--- src/rtl/axi_portal_master.sv ---
`default_nettype none
// ============================================================================
// Module      : axi_portal_master
// Description : Single-outstanding AXI initiator for portal register access.
//               Turns cmd/wd pipes into AR/AW/W bursts and returns R/B on rsp.
//               Optional watchdog: define AXI_MASTER_TIMEOUT_EN.
// Revision    : 1.0 - initial release
// ============================================================================
module axi_portal_master #(
    parameter int ADDR_WIDTH = 13,
    parameter int DATA_WIDTH = 32,
    parameter int ID_WIDTH   = 6,
    parameter int LEN_WIDTH  = 4,
    parameter int TIMEOUT    = 255
) (
    input  logic                  CLK,
    input  logic                  nRST,
    // command / write-data / response pipes
    input  logic                  cmd__ENA,
    output logic                  cmd__RDY,
    input  logic                  cmd_write,
    input  logic [ADDR_WIDTH-1:0] cmd_addr,
    input  logic [LEN_WIDTH-1:0]  cmd_len,
    input  logic                  wd__ENA,
    output logic                  wd__RDY,
    input  logic [DATA_WIDTH-1:0] wd_data,
    output logic                  rsp__ENA,
    input  logic                  rsp__RDY,
    output logic [DATA_WIDTH-1:0] rsp_data,
    output logic                  rsp_last,
    output logic                  rsp_err,
    // AXI read address
    output logic                  AR__ENA,
    input  logic                  AR__RDY,
    output logic [ADDR_WIDTH-1:0] AR_addr,
    output logic [ID_WIDTH-1:0]   AR_id,
    output logic [LEN_WIDTH-1:0]  AR_len,
    // AXI write address
    output logic                  AW__ENA,
    input  logic                  AW__RDY,
    output logic [ADDR_WIDTH-1:0] AW_addr,
    output logic [ID_WIDTH-1:0]   AW_id,
    output logic [LEN_WIDTH-1:0]  AW_len,
    // AXI write data
    output logic                  W__ENA,
    input  logic                  W__RDY,
    output logic [DATA_WIDTH-1:0] W_data,
    output logic [ID_WIDTH-1:0]   W_id,
    output logic                  W_last,
    // AXI read data
    input  logic                  R__ENA,
    output logic                  R__RDY,
    input  logic [DATA_WIDTH-1:0] R_data,
    input  logic [ID_WIDTH-1:0]   R_id,
    input  logic                  R_last,
    input  logic [1:0]            R_resp,
    // AXI write response
    input  logic                  B__ENA,
    output logic                  B__RDY,
    input  logic [ID_WIDTH-1:0]   B_id,
    input  logic [1:0]            B_resp
);

    typedef enum logic [2:0] {
        S_IDLE  = 3'd0,
        S_RADDR = 3'd1,
        S_RDATA = 3'd2,
        S_WADDR = 3'd3,
        S_WDATA = 3'd4,
        S_WRESP = 3'd5
    } state_t;

    state_t                state_q, state_d;
    logic [ADDR_WIDTH-1:0] addr_q, addr_d;
    logic [LEN_WIDTH-1:0]  len_q, len_d;
    logic [LEN_WIDTH-1:0]  beat_q, beat_d;
    logic [ID_WIDTH-1:0]   tag_q, tag_d;
    logic [ID_WIDTH-1:0]   id_cnt_q, id_cnt_d;
    logic                  cmd_rdy_q, cmd_rdy_d;
    logic                  last_beat;
    logic                  tmo_fire;

    assign last_beat = (beat_q == len_q);

    // Address channel payloads come only from registers: no cmd->AXI path.
    assign AR_addr  = addr_q;
    assign AR_id    = tag_q;
    assign AR_len   = len_q;
    assign AW_addr  = addr_q;
    assign AW_id    = tag_q;
    assign AW_len   = len_q;
    assign W_data   = wd_data;
    assign W_id     = tag_q;
    assign W_last   = last_beat;
    assign cmd__RDY = cmd_rdy_q;

`ifdef AXI_MASTER_TIMEOUT_EN
    localparam int TMO_W = $clog2(TIMEOUT + 1);

    logic [TMO_W-1:0] tmo_q, tmo_d;

    assign tmo_fire = (tmo_q == TMO_W'(TIMEOUT));

    // Restart the watchdog on any progress; saturate once it has fired.
    always_comb begin
        tmo_d = tmo_q;
        if ((state_q == S_IDLE) || (state_d != state_q) || (beat_d != beat_q)) begin
            tmo_d = '0;
        end else if (!tmo_fire) begin
            tmo_d = tmo_q + 1'b1;
        end
    end

    always_ff @(posedge CLK or negedge nRST) begin
        if (!nRST) begin
            tmo_q <= '0;
        end else begin
            tmo_q <= tmo_d;
        end
    end
`else
    assign tmo_fire = 1'b0;
`endif

    always_comb begin
        state_d  = state_q;
        addr_d   = addr_q;
        len_d    = len_q;
        beat_d   = beat_q;
        tag_d    = tag_q;
        id_cnt_d = id_cnt_q;
        AR__ENA  = 1'b0;
        AW__ENA  = 1'b0;
        W__ENA   = 1'b0;
        wd__RDY  = 1'b0;
        R__RDY   = 1'b0;
        B__RDY   = 1'b0;
        rsp__ENA = 1'b0;
        rsp_data = '0;
        rsp_last = 1'b0;
        rsp_err  = 1'b0;

        if (tmo_fire) begin
            rsp__ENA = 1'b1;
            rsp_last = 1'b1;
            rsp_err  = 1'b1;
            if (rsp__RDY) begin
                state_d = S_IDLE;
                beat_d  = '0;
            end
        end else begin
            case (state_q)
                S_IDLE: begin
                    if (cmd__ENA && cmd_rdy_q) begin
                        addr_d   = cmd_addr;
                        len_d    = cmd_len;
                        tag_d    = id_cnt_q;
                        id_cnt_d = id_cnt_q + 1'b1;
                        beat_d   = '0;
                        state_d  = cmd_write ? S_WADDR : S_RADDR;
                    end
                end
                S_RADDR: begin
                    AR__ENA = 1'b1;
                    if (AR__RDY) state_d = S_RDATA;
                end
                S_RDATA: begin
                    R__RDY   = rsp__RDY;
                    rsp__ENA = R__ENA;
                    rsp_data = R_data;
                    rsp_last = last_beat;
                    rsp_err  = (R_resp != 2'b00) || (R_id != tag_q) || (R_last != last_beat);
                    // Beat count, not R_last, decides the end of the burst.
                    if (R__ENA && rsp__RDY) begin
                        if (last_beat) begin
                            state_d = S_IDLE;
                            beat_d  = '0;
                        end else begin
                            beat_d  = beat_q + 1'b1;
                        end
                    end
                end
                S_WADDR: begin
                    AW__ENA = 1'b1;
                    if (AW__RDY) state_d = S_WDATA;
                end
                S_WDATA: begin
                    W__ENA  = wd__ENA;
                    wd__RDY = W__RDY;
                    if (wd__ENA && W__RDY) begin
                        if (last_beat) begin
                            state_d = S_WRESP;
                            beat_d  = '0;
                        end else begin
                            beat_d  = beat_q + 1'b1;
                        end
                    end
                end
                S_WRESP: begin
                    B__RDY   = rsp__RDY;
                    rsp__ENA = B__ENA;
                    rsp_last = 1'b1;
                    rsp_err  = (B_resp != 2'b00) || (B_id != tag_q);
                    if (B__ENA && rsp__RDY) state_d = S_IDLE;
                end
                default: begin
                    state_d = S_IDLE;
                    beat_d  = '0;
                end
            endcase
        end

        // Ready is registered, so it appears one cycle after reset release.
        cmd_rdy_d = (state_d == S_IDLE);
    end

    always_ff @(posedge CLK or negedge nRST) begin
        if (!nRST) begin
            state_q   <= S_IDLE;
            addr_q    <= '0;
            len_q     <= '0;
            beat_q    <= '0;
            tag_q     <= '0;
            id_cnt_q  <= '0;
            cmd_rdy_q <= 1'b0;
        end else begin
            state_q   <= state_d;
            addr_q    <= addr_d;
            len_q     <= len_d;
            beat_q    <= beat_d;
            tag_q     <= tag_d;
            id_cnt_q  <= id_cnt_d;
            cmd_rdy_q <= cmd_rdy_d;
        end
    end

endmodule
`default_nettype wire

--- config.mk ---
export PLATFORM = sky130hd
export DESIGN_NAME = axi_portal_master
export DESIGN_NICKNAME = d
export VERILOG_FILES = /design/src/rtl/axi_portal_master.sv
export SDC_FILE = /design/constraint.sdc
export NUM_CORES = 1
export LEC_CHECK = 0
export ABC_CLOCK_PERIOD_IN_PS = 4600
export CORE_MARGIN = 5
export CORE_UTILIZATION = 30
export CTS_CLUSTER_DIAMETER = 100
export DETAILED_ROUTE_END_ITERATION = 16
export GPL_TIMING_DRIVEN = 1
export HOLD_SLACK_MARGIN = 0.08
export PLACE_DENSITY = 0.79
export SETUP_SLACK_MARGIN = 0.5
export SLEW_MARGIN = 20
export SYNTH_ARGS = -nofsm -noshare
export SYNTH_HDL_FRONTEND = slang
export SYNTH_SLANG_ARGS = --single-unit
--- constraint.sdc ---
create_clock -name CLK -period 4.6 [get_ports CLK]
set_input_delay 1.38 -clock CLK [delete_from_list [all_inputs] [get_ports CLK]]
set_output_delay 1.38 -clock CLK [all_outputs]
set_load 0.1 [all_outputs]
==> results of run 1 <==
==> cell usage after synthesis <==
cell type  instances
nor4b_4            1
xor2_1            10
nor3b_2            1
buf_2              2
nor3b_1            2
a32oi_1            1
a22o_1             2
inv_1              2
nand2_2            1
a21o_1             1
a2111o_1           1
nor2_1             4
a21oi_1            3
and3_1             3
o21ai_1            1
and3b_1            4
a21boi_0           1
and2_1            34
nor2b_1            1
nor4b_1            1
xnor2_1           12
o41ai_1            3
buf_6              1
nor3_2             1
mux2_1            10
a311oi_2           1
buf_4             65
nand4_1            4
mux2_2             5
and2_4             1
and3_4             1
clkbuf_1           4
nor3_1             1
o211ai_1           2
ha_1               2
and4_1             1
nor4_4             1
nand3_1            1
nand2_1           36
nand4b_1           1
dfrtp_1           37
a221o_1            3
==> worst paths after layout <==
check	startpoint	endpoint	cells after the start
min in group asynchronous	nRST	AR_addr[5]$_DFFE_PN0P_	1
max	R_id[2]	rsp_err	6
max reg2reg	state_q[1]$_DFF_PN0_	beat_q[2]$_DFFE_PN0P_	5
min reg2reg	id_cnt_q[5]$_DFFE_PN0P_	id_cnt_q[5]$_DFFE_PN0P_	1
min	id_cnt_q[5]$_DFFE_PN0P_	id_cnt_q[5]$_DFFE_PN0P_	1
max in group asynchronous	nRST	AR_len[3]$_DFFE_PN0P_	1
==> per-stage QoR <==
step | hold WS [ns] | area, um^2
after floorplan | 0.445 | 2630
after global placement | 0.462 | 3930
after detailed placement | 0.470 | 3930
after CTS | 0.484 | 4050
after global routing | 0.493 | 4070
final | 0.485 | 4070
==> routing by layer <==
metal | routed length (um) | part of all wire | vias up | GRT usage
met5 | 0 | 0 | - | 0
met4 | 80 | 0.010 | 0 | 0.0359
met3 | 1010 | 0.13 | 10 | 0.0582
met2 | 3950 | 0.50 | 124 | 0.235
met1 | 2820 | 0.36 | 1001 | 0.158
li1 | - | - | 1040 | -
==> critical path, stage by stage <==
cell           delay, ns
dlygate4sd2_1       0.24
xnor2_1             0.18
nand4_1             0.13
o41ai_2             0.34
o211ai_1            0.19
clkbuf_16           0.24
==> power breakdown <==
part | internal [mW] | switching, mW
Sequential | 0.438 | 0.122
Clock | 0.162 | 0.127
Combinational | 0.501 | 1.74
Total | 1.10 | 1.99
==> final cells by class <==
cell class / count / share of cell area
Timing Repair Buffer: 172 / 0.412
Multi-Input combinational cell: 158 / 0.294
Clock buffer: 5 / 0.0169
Clock inverter: 3 / 0.0114
Tap cell: 108 / 0.0332
Inverter: 2 / 0.00184
Sequential cell: 37 / 0.231
==> registers in the layout, summed over array words and instances, names as in the netlist <==
register and count:
AR_id 6, AR_len 4, cmd__RDY 1, beat_q 4, state_q 3, AR_addr 13, id_cnt_q 6
==> timing repair <==
item                                    CTS  global route
endpoints found under the setup margin    1             1
hold buffers                              0             0
gates resized for setup                  15             4
pin swaps                                12             3
==> kinds of logic (layout without fill, tap and decap cells) <==
kind of cell | count (synthesis) | count (layout)
xor gates and xnor gates | 22 | 22
AOI/OAI and AO/OA | 19 | 19
and+or+nand+nor | 100 | 100
buffers and inverters | 74 | 182
DFF | 37 | 37
adders and majority gates | 2 | 2
muxes | 15 | 15
==> results.py, run 1 <==
metrics = {
    "final_layout": {
        "area_of_the_multi_input_gates_um2": 1200,
        "register_area_um2": 938,
        "commonest_non_fill_non_tap_cell_in_the_layout": "clkdlybuf4s50_1",
        "num-nets-final": 487,
        "finish.utilization": 0.474,
        "layout_common_cells": "clkdlybuf4s50_1 (115), buf_4 (37), nand2_1 (36), and2_1 (34), dfrtp_1 (33)",
        "layout-drive-gt1-share": 0.207,
        "area_growth_pct": 56.8,
        "finalNonFillerCells": 485,
        "count_of_fill_cells_added_during_filler_insertion": 794,
        "antenna_cells_inserted": 0,
    },
    "power_and_ir_drop": {
        "fin_total_pwr_mw": 3.09,
        "power_density_nw_per_um2": 760,
        "peakVddDrop_mv": 0.560,
        "total_leakage_power_nw": 1.79,
    },
    "timing": {
        "setup-violations-final": 0,
        "post-route-worst-setup-slack_ns": 0.509,
        "finalHoldViolations": 0,
        "worst_clock_skew_on_the_final_layout_ns": 0.00501,
        "finalSetupTns_ns": 0,
        "timing.final.crit_share": 0.889,
        "rsz0062_at_grt": "false",
        "slew-limit-headroom": 0.331,
        "finalWorstPathRequiredPeriod_ns": 4.09,
        "f_max_mhz": 244,
        "finalMaxSlewViolations": 0,
        "worstMarginPinSlew_ns": 1.00,
    },
    "die": {
        "initial_core_utilization": 0.302,
        "top_level_ports": 236,
        "die-area_um2": 10600,
        "dieWidth_um": 103,
        "core_area_um2": 8590,
        "core.rowCount": 34,
        "die_h_um": 103,
    },
    "grt": {
        "grt_start_max_net_pins": 38,
        "track_usage": 0.137,
        "first_global_vias": 2170,
        "grt_first_pass_wirelength_mm": 11.3,
        "grt_remaining_overflow": 0,
        "grt_antenna_before_repair": 0,
    },
    "yosys": {
        "parity_gate_share_of_the_synthesized_area_counting_xor_and_xnor_cells": 0.0742,
        "synth_area_um2": 2600,
        "synth_top_family_by_area": "simple AND/OR/NAND/NOR gates",
        "ys_seq_area_frac": 0.357,
        "syn_inst": 269,
        "yosys.area_share.simple": 0.228,
        "yosys_register_bits": 37,
        "synth-adder-area-share": 0.00964,
        "ys.warnings.count": 0,
        "synth_top_area_share": 0.357,
        "synth_nets": 380,
        "synth_mux_area_frac": 0.0651,
        "synth.largest_area_cell": "dfrtp_1",
        "synth_cell_type_count": 42,
        "synth_compound_gate_area_share": 0.0612,
        "synth_area_leaders": "dfrtp_1 (36%), buf_4 (19%), and2_1 (8.2%)",
        "synth.avg_cell_area_um2": 9.65,
    },
    "routing": {
        "drt-pass1-iter-count": 4,
        "postRouteAntennaNets": 0,
        "drc": 0,
        "drt-wirelength-per-cell_um": 16.2,
        "totalWireLength_mm": 7.87,
        "vias_per_cell": 4.48,
        "detail_route.iter0.violations": 42,
        "via_count": 2175,
    },
    "worst_setup_path": {
        "timing.critical_path.required_ns": 3.22,
        "end_kind": "output port",
        "crit_path_start_kind": "primary input",
        "critical_path_peak_fanout": 1,
        "critPathArrivalTime_ns": 2.71,
        "path_class": "in2out",
        "worst-r2r-setup-slack_ns": 2.17,
    },
    "status": {
        "run_status": "complete, no violations",
    },
    "clock_network": {
        "cts_buffer_depth": 2,
        "clock-root-buffer": "clkbuf_8",
        "cts_max_level": 2,
        "reg_clk_slew_reported_paths_ns": 0.08,
        "cts_post_setup_buffers_inserted": 0,
        "cts.sinks": 37,
        "cts_tree": "built",
        "clk-insertion-delay-late_ns": 0.29,
        "tritoncts.num_buffers": 5,
    },
    "placement": {
        "io_buffers": 171,
        "last_weighted_congestion_value_of_the_routability_driven_placer": 0.740,
        "placed_cells": 477,
        "dp.final_hpwl_mm": 6.28,
        "dp_worst_setup_slack_ns": 0.347,
    },
    "min_path": {
        "hold_class": "reg2reg",
    },
    "run": {
        "cap_violations": 0,
    },
}
(Power assumes the default switching activity.)
==> run 2: changes to the inputs <==
Settings changed: CTS_BUF_LIST set to sky130_fd_sc_hd__clkbuf_4.
==> run 2 against run 1 <==
Hold slack improved by 0.0064 ns; maximum frequency about the same; clock skew increased by 0.0021 ns; die area unchanged; sequential share of layout area increased by 0.18 points; flip-flop and latch count unchanged; routed wire length about the same; utilization decreased by 0.36 points; total power decreased by 1.7%; combinational power about the same; cell area decreased by 0.77%; register-to-register slack about the same.
==> results.py, run 2 (synthesized netlist as in run 1, its figures left out) <==
metrics = {
    "grt": {
        "first_global_vias": 2170,
        "grt_antenna_before_repair": 0,
        "track_usage": 0.137,
        "grt_first_pass_wirelength_mm": 11.3,
        "grt_remaining_overflow": 0,
        "grt_start_max_net_pins": 38,
    },
    "routing": {
        "postRouteAntennaNets": 0,
        "drc": 0,
        "vias_per_cell": 4.48,
        "drt-pass1-iter-count": 4,
        "totalWireLength_mm": 7.86,
        "detail_route.iter0.violations": 51,
        "drt-wirelength-per-cell_um": 16.2,
        "via_count": 2174,
    },
    "worst_setup_path": {
        "max_stage_delay_ns": 0.34,
        "critical_path_peak_fanout": 1,
        "regToRegEndpoint": "beat_q[2]$_DFFE_PN0P_",
        "worst_r2r_startpoint": "state_q[1]$_DFF_PN0_",
        "critical_path.cell_chain": "dlygate4sd2_1 -> xnor2_1 -> nand4_1 -> o41ai_2 -> o211ai_1 -> clkbuf_16",
        "crit_buf_inv": 2,
        "worst-r2r-setup-slack_ns": 2.16,
        "crit_path_start_kind": "primary input",
        "critPathArrivalTime_ns": 2.71,
        "timing.critical_path.to": "rsp_err",
        "end_kind": "output port",
        "critPathTopFamily": "compound AO/OA/AOI/OAI gates",
        "launching_element_of_the_worst_setup_path": "R_id[2]",
        "rr_worst_depth": 5,
        "timing.critical_path.required_ns": 3.22,
        "cp.depth": 6,
        "path_class": "in2out",
        "slowest_stage": "o41ai_2",
    },
    "final_layout": {
        "num-nets-final": 487,
        "largest_reg_flops": 13,
        "finish.utilization": 0.470,
        "commonest_non_fill_non_tap_cell_in_the_layout": "clkdlybuf4s50_1",
        "count_of_fill_cells_added_during_filler_insertion": 800,
        "area_growth_pct": 55.6,
        "antenna_cells_inserted": 0,
        "layout-drive-gt1-share": 0.207,
        "layout_common_cells": "clkdlybuf4s50_1 (115), buf_4 (37), nand2_1 (36), and2_1 (34), dfrtp_1 (33)",
    },
    "timing": {
        "timing.final.crit_share": 0.889,
        "finalHoldViolations": 0,
        "hold_ws_ns": 0.491,
        "worst_clock_skew_on_the_final_layout_ns": 0.00708,
        "finalMaxSlewViolations": 0,
        "worstMarginPinSlew_ns": 1.00,
        "slew-limit-headroom": 0.331,
        "f_max_mhz": 244,
        "setup-violations-final": 0,
        "rsz0062_at_grt": "false",
        "finalWorstPathRequiredPeriod_ns": 4.09,
    },
    "min_path": {
        "hold_class": "reg2reg",
    },
    "clock_network": {
        "tritoncts.num_buffers": 5,
        "cts_buffer_depth": 2,
        "hold_buffers": 0,
        "cts_max_level": 2,
        "clock-root-buffer": "clkbuf_4",
        "reg_clk_slew_reported_paths_ns": 0.13,
        "clk-insertion-delay-late_ns": 0.34,
        "cts_post_setup_buffers_inserted": 0,
        "cts.sinks": 37,
        "cts_tree": "built",
    },
    "die": {
        "dieWidth_um": 103,
        "die-area_um2": 10600,
        "top_level_ports": 236,
        "die_h_um": 103,
        "core.rowCount": 34,
        "core_area_um2": 8590,
        "initial_core_utilization": 0.302,
    },
    "power_and_ir_drop": {
        "comb_power_share": 0.738,
        "fin_total_pwr_mw": 3.04,
        "power.switching_fraction": 0.654,
        "switchingPower_mw": 1.99,
        "total_leakage_power_nw": 1.78,
        "power.share.clock": 0.078,
        "power_density_nw_per_um2": 753,
        "peakVddDrop_mv": 0.560,
        "internal-power_mw": 1.05,
        "sequentialPowerShare": 0.184,
    },
    "placement": {
        "io_buffers": 171,
        "last_weighted_congestion_value_of_the_routability_driven_placer": 0.740,
        "dp.final_hpwl_mm": 6.28,
    },
    "status": {
        "run_status": "complete, no violations",
    },
    "run": {
        "cap_violations": 0,
    },
}
==> run 2: timing repair <==
action	in CTS	in global routing
resized for setup	15	4
endpoints found under the setup margin	1	1
pin swaps	12	3
==> run 2: worst min path at each step <==
stage,startpoint,endpoint,slack [ns],depth (start not counted)
4_1_cts,id_cnt_q[5]$_DFFE_PN0P_,id_cnt_q[5]$_DFFE_PN0P_,0.49,1
2_1_floorplan,id_cnt_q[5]$_DFFE_PN0P_,id_cnt_q[5]$_DFFE_PN0P_,0.45,1
6_report,id_cnt_q[5]$_DFFE_PN0P_,id_cnt_q[5]$_DFFE_PN0P_,0.49,1
3_3_place_gp,id_cnt_q[5]$_DFFE_PN0P_,id_cnt_q[5]$_DFFE_PN0P_,0.46,1
3_5_place_dp,id_cnt_q[5]$_DFFE_PN0P_,id_cnt_q[5]$_DFFE_PN0P_,0.47,1
5_1_grt,id_cnt_q[5]$_DFFE_PN0P_,id_cnt_q[5]$_DFFE_PN0P_,0.50,1
==> run 2: per-layer routing <==
layer | global-route usage | part of all wire | up-vias
met5 | 0 | 0 | -
met4 | 0.0359 | 0.010 | 0
met3 | 0.0582 | 0.13 | 10
met2 | 0.234 | 0.50 | 124
met1 | 0.158 | 0.36 | 1000
li1 | - | - | 1040
==> run 2: cell type report <==
cell class	count	area, um^2	area share
Clock inverter	3	46.3	0.0115
Inverter	2	7.51	0.00186
Sequential cell	37	938	0.232
Tap cell	108	135	0.0335
Multi-Input combinational cell	158	1200	0.296
Timing Repair Buffer	172	1680	0.415
Clock buffer	5	37.5	0.00929
==> run 2: power by group through the flow <==
stage / sequential (mW) / clock, mW / combinational, mW
after floorplan: 1.13 / 0 / 1.40
after global placement: 0.564 / 0 / 2.24
after detailed placement: 0.568 / 0 / 2.25
after CTS: 0.563 / 0.248 / 2.26
after global routing: 0.581 / 0.257 / 2.31
final: 0.559 / 0.237 / 2.24
==> run 2: metrics by stage <==
| stage | TNS (ns) | area (um^2) | setup slack (ns) | instances |
|---|---|---|---|---|
| 2_1_floorplan | -0.557 | 2630 | -0.557 | 269 |
| 3_3_place_gp | 0 | 3930 | 0.401 | 477 |
| 3_5_place_dp | 0 | 3930 | 0.347 | 477 |
| 4_1_cts | 0 | 4020 | 0.525 | 485 |
| 5_1_grt | 0 | 4040 | 0.488 | 485 |
| 6_report | 0 | 4040 | 0.510 | 485 |
